--- src/rtl/ir_sequencer.sv ---
// ir_sequencer: six-T-state fetch/execute controller driving IR and datapath strobes.
// Define SEQ_JZ_EN to decode OPC_JZ as a jump taken when zero_flag is set.
module ir_sequencer #(
    parameter logic [3:0] OPC_LDA = 4'h0,
    parameter logic [3:0] OPC_ADD = 4'h1,
    parameter logic [3:0] OPC_SUB = 4'h2,
    parameter logic [3:0] OPC_JMP = 4'h3,
    parameter logic [3:0] OPC_JZ  = 4'h4,
    parameter logic [3:0] OPC_OUT = 4'hE,
    parameter logic [3:0] OPC_HLT = 4'hF
) (
    input  logic       clk,
    input  logic       rst,
    input  logic       run,
    input  logic [3:0] opcode,
    input  logic       zero_flag,
    output logic [5:0] t_state,
    output logic       halted,
    output logic       PC_out,
    output logic       PC_inc,
    output logic       PC_load,
    output logic       MAR_in,
    output logic       RAM_out,
    output logic       IR_in,
    output logic       IR_out,
    output logic       A_in,
    output logic       A_out,
    output logic       B_in,
    output logic       ALU_out,
    output logic       SUB,
    output logic       OUT_in
);
    typedef enum logic [2:0] {S_IDLE, S_T1, S_T2, S_T3, S_T4, S_T5, S_T6, S_HALT} state_t;
    state_t r_state, w_next;
    logic w_lda, w_add, w_sub, w_jmp, w_out, w_hlt, w_jz_take;
    assign w_lda = opcode == OPC_LDA;
    assign w_add = opcode == OPC_ADD;
    assign w_sub = opcode == OPC_SUB;
    assign w_jmp = opcode == OPC_JMP;
    assign w_out = opcode == OPC_OUT;
    assign w_hlt = opcode == OPC_HLT;
`ifdef SEQ_JZ_EN
    assign w_jz_take = (opcode == OPC_JZ) && zero_flag;
`else
    assign w_jz_take = (opcode == OPC_JZ) & zero_flag & 1'b0;
`endif
    always_ff @(posedge clk or posedge rst)
        if (rst) r_state <= S_IDLE;
        else     r_state <= w_next;
    always_comb begin
        w_next = r_state;
        case (r_state)
            S_IDLE:  w_next = run ? S_T1 : S_IDLE;
            S_T1:    w_next = S_T2;
            S_T2:    w_next = S_T3;
            S_T3:    w_next = S_T4;
            S_T4:    w_next = w_hlt ? S_HALT : S_T5;
            S_T5:    w_next = S_T6;
            S_T6:    w_next = S_T1;
            default: w_next = S_HALT;
        endcase
    end
    always_comb begin
        t_state = (r_state >= S_T1 && r_state <= S_T6) ? 6'b1 << (r_state - S_T1) : 6'b0;
        halted  = r_state == S_HALT;
        PC_out  = r_state == S_T1;
        PC_inc  = r_state == S_T2;
        IR_in   = r_state == S_T3;
        MAR_in  = (r_state == S_T1) || (r_state == S_T4 && (w_lda || w_add || w_sub));
        IR_out  = (r_state == S_T3) || (r_state == S_T4 && (w_lda || w_add || w_sub || w_jmp || w_jz_take));
        PC_load = r_state == S_T4 && (w_jmp || w_jz_take);
        A_out   = r_state == S_T4 && w_out;
        OUT_in  = r_state == S_T4 && w_out;
        RAM_out = (r_state == S_T3) || (r_state == S_T5 && (w_lda || w_add || w_sub));
        B_in    = r_state == S_T5 && (w_add || w_sub);
        A_in    = (r_state == S_T5 && w_lda) || (r_state == S_T6 && (w_add || w_sub));
        ALU_out = r_state == S_T6 && (w_add || w_sub);
        SUB     = (r_state == S_T5 || r_state == S_T6) && w_sub;
    end
endmodule

--- config.mk ---
export PLATFORM = sky130hd
export DESIGN_NAME = ir_sequencer
export DESIGN_NICKNAME = d
export VERILOG_FILES = /design/src/rtl/ir_sequencer.sv
export SDC_FILE = /design/constraint.sdc
export NUM_CORES = 1
export LEC_CHECK = 0
export BUFFER_PORTS_ARGS = -buffer_cell sky130_fd_sc_hd__buf_2
export CAP_MARGIN = 25
export CORE_MARGIN = 3
export CORE_UTILIZATION = 30
export DETAILED_ROUTE_END_ITERATION = 7
export GPL_TIMING_DRIVEN = 0
export PLACE_DENSITY = 0.63
export SLEW_MARGIN = 20
export SYNTH_ARGS = -nofsm -noshare
export SYNTH_HDL_FRONTEND = slang
export SYNTH_SLANG_ARGS = --single-unit
--- constraint.sdc ---
create_clock -name clk -period 1.1 [get_ports clk]
set_input_delay 0.165 -clock clk [delete_from_list [all_inputs] [get_ports clk]]
set_output_delay 0.165 -clock clk [all_outputs]
set_load 0.01 [all_outputs]
# After elaboration in Yosys (flattened, before gate mapping)
# Cells that the tools add are included.
[op_classes] reduce_logical=21 n_addsub=1 mux=4 n_eq_ne=12 n_lt_le_gt_ge=2 shift=1
[op_table] op="$pmux W3 S7" count=1
[op_table] op="$eq A3 B3 Y1 const B" count=4
[op_table] op="$logic_and A1 B1 Y1" count=10
[op_table] op="$logic_or A1 B1 Y1" count=9
[op_table] op="$eq A4 B2 Y1 const B" count=2
[op_table] op="$eq A4 B4 Y1 const B" count=2
[op_table] op="$eq A3 B2 Y1 const B" count=2
[op_table] op="$mux W6" count=1
[op_table] op="$shl A1 B3 Y6 const A" count=1
[op_table] op="$eq A4 B1 Y1 const B" count=1
[op_table] op="$logic_not A4 Y1" count=1
[op_table] op="$eq A3 B1 Y1 const B" count=1
[op_table] op="$ge A3 B1 Y1 const B" count=1
[op_table] op="$le A3 B3 Y1 const B" count=1
[op_table] op="$logic_not A3 Y1" count=1
[op_table] op="$sub A3 B1 Y3 const B" count=1
[op_table] op="$mux W2" count=1
[op_table] op="$mux W1" count=1
[totals] word_cells=42 regBits=3 in_bits=8 out_inout_bits=20

# Logic depth before layout (Yosys ltp)
[logic_depth] word_depth=6 ltp_mapped=5 ltp_nobuf=4

# Worst setup path before layout
# OpenSTA, ideal clock, no wires.
[synth_timing] path_kind="register to output" startpoint="register r_state[1]" endpoint="output OUT_in" path_stages_with_launch=4 n_path_buf=2 required_time_ps=935 arrival_ps=1357 path_slack_ps=-422 path_cell_list="dfrtp_1 > buf_6 > nor4b_1 > buf_4"
[synth_between] elab_chain_cells=2
[synth_lines] item="from (decl)" line_no="34" rtl="state_t r_state, w_next;"
[synth_lines] item="from (signal assigned)" line_no="49" rtl="else r_state <= w_next;"
[synth_lines] item="$eq A3 B3 Y1"
[synth_lines] item="$logic_and A1 B1 Y1"
[synth_lines] item="to (decl)" line_no="31" rtl="output logic OUT_in"
# No other way between the ends.

# Final worst setup path
[layout_timing] startpoint="register r_state[0]" endpoint="output SUB"
[layout_between] elab_chain_cells=3 elab_cells_between_ends=4 cone_classes="eq/ne: 2; reduce/logical: 2"
[layout_lines] item="$eq A3 B3 Y1" line_no="78" rtl="SUB = (r_state == S_T5 || r_state == S_T6) && w_sub;"
[layout_lines] item="$logic_or A1 B1 Y1 (*)" line_no="78"
[layout_lines] item="$logic_and A1 B1 Y1 (*)" line_no="78"
[layout_lines] item="to (decl)" line_no="30" rtl="output logic SUB,"
# Mark *: on every way between the ends. The rest lies on a longest branch, timed or not.

==> results.yml <==
clock_network:
  clock_path_buffers: 2
  htree_num_levels: 1
  clock-sinks: 3
  clk-insertion-delay-late_ns: 0.23
  numCtsBuffers: 3
  cts-root-buf: "clkbuf_4"
  tritoncts: "built"
  clk_pin_slew_ns: 0.03
sta:
  tightest_slew_ns: 0.3397
  hold_viol: 0
  rsz0062_at_grt: "true"
  setup_viol: 22
  fin_skew_ns: 0.003949
  finalMaxSlewViolations: 0
  maxSlewHeadroom: 0.7730
  period_share: 1.392
  tns_ns: -7.341
  fmax_ghz: 0.6531
  fin_crit_ns: 1.531
  timing.hold.ws_ns: 0.2690
  fin_ws_ns: -0.4312
setup_path:
  worstSetupPathType: "register to output pin"
  cp_top_family: "flip-flops"
  r2r_slack_ns: -0.09
  path_max_fanout: 5
  cp-start-kind: "register"
  arrival_ns: 1.37
  cp_num_buf_inv: 2
  crit_path_top_delay_cell: "dfrtp_1"
  crit_chain: "inv_1 > nand2_2 > a211oi_2 > buf_2"
  slowest_delay_ns: 0.39
  r2r_end: "r_state[1]"
  crit_path_end_kind: "output pin"
  cp.required_ns: 0.94
  reg2regPathDepth: 4
detailed_routing:
  drt_wl_total_um: 1391
  drtPass1Iterations: 4
  route.detailed.drc: 0
  vias_per_cell: 5.000
  vias: 570
  ant_nets: 0
  initialDrtViolationCount: 10
  routedWlPerCell_um: 12.20
logic_synthesis:
  synth.largest_area_cell: "dfrtp_1"
  netlist_instances: 59
  synth-simple-area-share: 0.4582
  ys_warn_count: 0
  ys_ff_latch: 3
  synth_mux_area_frac: 0.02786
  synth.top_cell.area_share: 0.1858
  synth_compound_gate_area_share: 0.1238
  ys_seq_area_frac: 0.1858
  synth_top_family_by_area: "simple AND/OR/NAND/NOR gates"
  synthXorXnorAreaFrac: 0.04334
  synth_area_leaders: "dfrtp_1, nor2_1, buf_6"
  synth_adder_area_share: 0.03096
  syn_avg_cell_area_sq_um: 6.850
  synth_cell_types: 24
  syn_area_sq_um: 404.1
  synth_nets: 68
floorplanning:
  die_h_um: 42.71
  die_x_um: 42.71
  core_area_sq_um: 1186
  die_area_sq_um: 1824
  placementRows: 12
  initial_core_util: 0.3407
  num_io_pins: 28
global_route:
  grt_use_total: 0.1550
  grt_pass1_vias: 544
  grt-ovfl-total: 0
  grt_antenna_before_repair: 0
  grt_pass1_wl_um: 2318
  grt_max_degree: 8
pwr:
  powerDensity_nw_per_um2: 3049
  p_leak_uw: 0.0004236
  peakVddDrop_v: 0.002017
flow_run:
  maxCapViolations: 0
worst_hold_path:
  holdCritStartpoint: "run"
  min_path_type: "primary input to register"
  whs_endpoint: "r_state[0]"
  hold-path-cell-count: 4
placed_design:
  gp_congestion: 0.8022
  pre_cts_ws_ns: -0.2353
  dp_cells: 99
  hpwl_um: 874.4
  port_buffers: 26
status:
  status: "complete, but fails checks"
  violations: "negative setup slack"
cells_and_area:
  layout-drive-gt1-share: 0.6700
  nNetsFinal: 110
  area_growth_pct: 106.8
  stdcell_count: 114
  diodes: 0
  finalCoreUtilization: 0.7046
-- worst max path at each step --
stage	from	end	slack (ns)	cells past startpoint
after global routing	r_state[0]	SUB	-0.50	4
final	r_state[0]	SUB	-0.43	4
after floorplan	r_state[1]	OUT_in	-0.10	3
after detailed placement	r_state[0]	t_state[4]	-0.24	6
after global placement	r_state[0]	t_state[4]	-0.24	6
after CTS	r_state[0]	t_state[4]	-0.43	6
-- cells by family after synthesis --
logic type | Yosys count
simple gates | 37
compound gates | 7
mux | 1
fa+ha+maj | 1
buf+inv | 8
flops | 3
xor+xnor | 2
-- synthesized netlist by cell type --
cell type,number
a31oi_1,2
o21a_1,1
nor3b_1,1
ha_1,1
nor2_1,17
buf_4,2
nor3b_2,1
nor2b_1,2
nor3_1,1
a22oi_1,1
nand3_1,1
dfrtp_1,3
a211oi_2,1
nor4b_1,2
xor2_1,2
and3_1,2
nand2b_1,2
nand2_1,6
mux2_2,1
or2b_1,1
buf_6,2
nand2_2,1
a21oi_1,2
inv_1,4
-- layer usage --
layer | track usage | routed length [um] | vias up
met4 | 0.01863 | 0 | 0
met5 | 0 | 0 | -
met2 | 0.2725 | 705 | 24
li1 | - | - | 278
met3 | 0.01695 | 93 | 0
met1 | 0.2056 | 593 | 268
-- cell usage in the layout (no fill, tap or decap), drive strengths merged --
master / count
buf: 40
nor2: 17
nand2: 7
inv: 4
clkbuf: 4
dfrtp: 3
xor2: 2
and3: 2
nand2b: 2
nor2b: 2
nor3b: 2
a31oi: 2
nor4b: 2
a21oi: 2
or2b: 1
nand3: 1
a22oi: 1
o21a: 1
nor3: 1
a211oi: 1
mux2: 1
ha: 1
dlygate4sd3: 1
-- worst register-to-register path, stage by stage, from the launching register on --
cell and delay (ns):
dfrtp_2 0.45, buf_2 0.17, buf_4 0.14, xor2_1 0.15, a22oi_1 0.19
-- per-stage QoR --
step / instance area [sq um] / power (uW)
6_report: 835.8 / 2548
5_1_grt: 835.8 / 2737
4_1_cts: 814.5 / 2437
3_5_place_dp: 623.1 / 1744
3_3_place_gp: 623.1 / 1730
2_1_floorplan: 475.5 / 1368
-- power by group --
group | internal, uW | total (uW) | leakage (uW) | switching (uW)
Combinational | 1060 | 2080 | 0.000376 | 1020
Sequential | 179 | 283 | 0.0000322 | 104
Clock | 135 | 185 | 0.0000150 | 49.9
Total | 1370 | 2550 | 0.000424 | 1170
-- timing repair --
item | in CTS | in global routing
cloned | 1 | 0
resized for setup | 17 | 5
setup buffers | 8 | 2
pin swaps | 12 | 7
setup endpoints to repair | 20 | 22
hold buffers | 1 | 0
endpoints found under the hold margin | 3 | 0
-- layout make-up --
cell class / count / area (sq um)
Tap cell: 14 / 17.52
Multi-Input combinational cell: 48 / 399.1
Buffer: 4 / 45.04
Sequential cell: 3 / 77.57
Timing Repair Buffer: 37 / 252.7
Fill cell: 94 / 350.3
Inverter: 4 / 17.52
Clock buffer: 4 / 26.28
(Power assumes the default switching activity.)
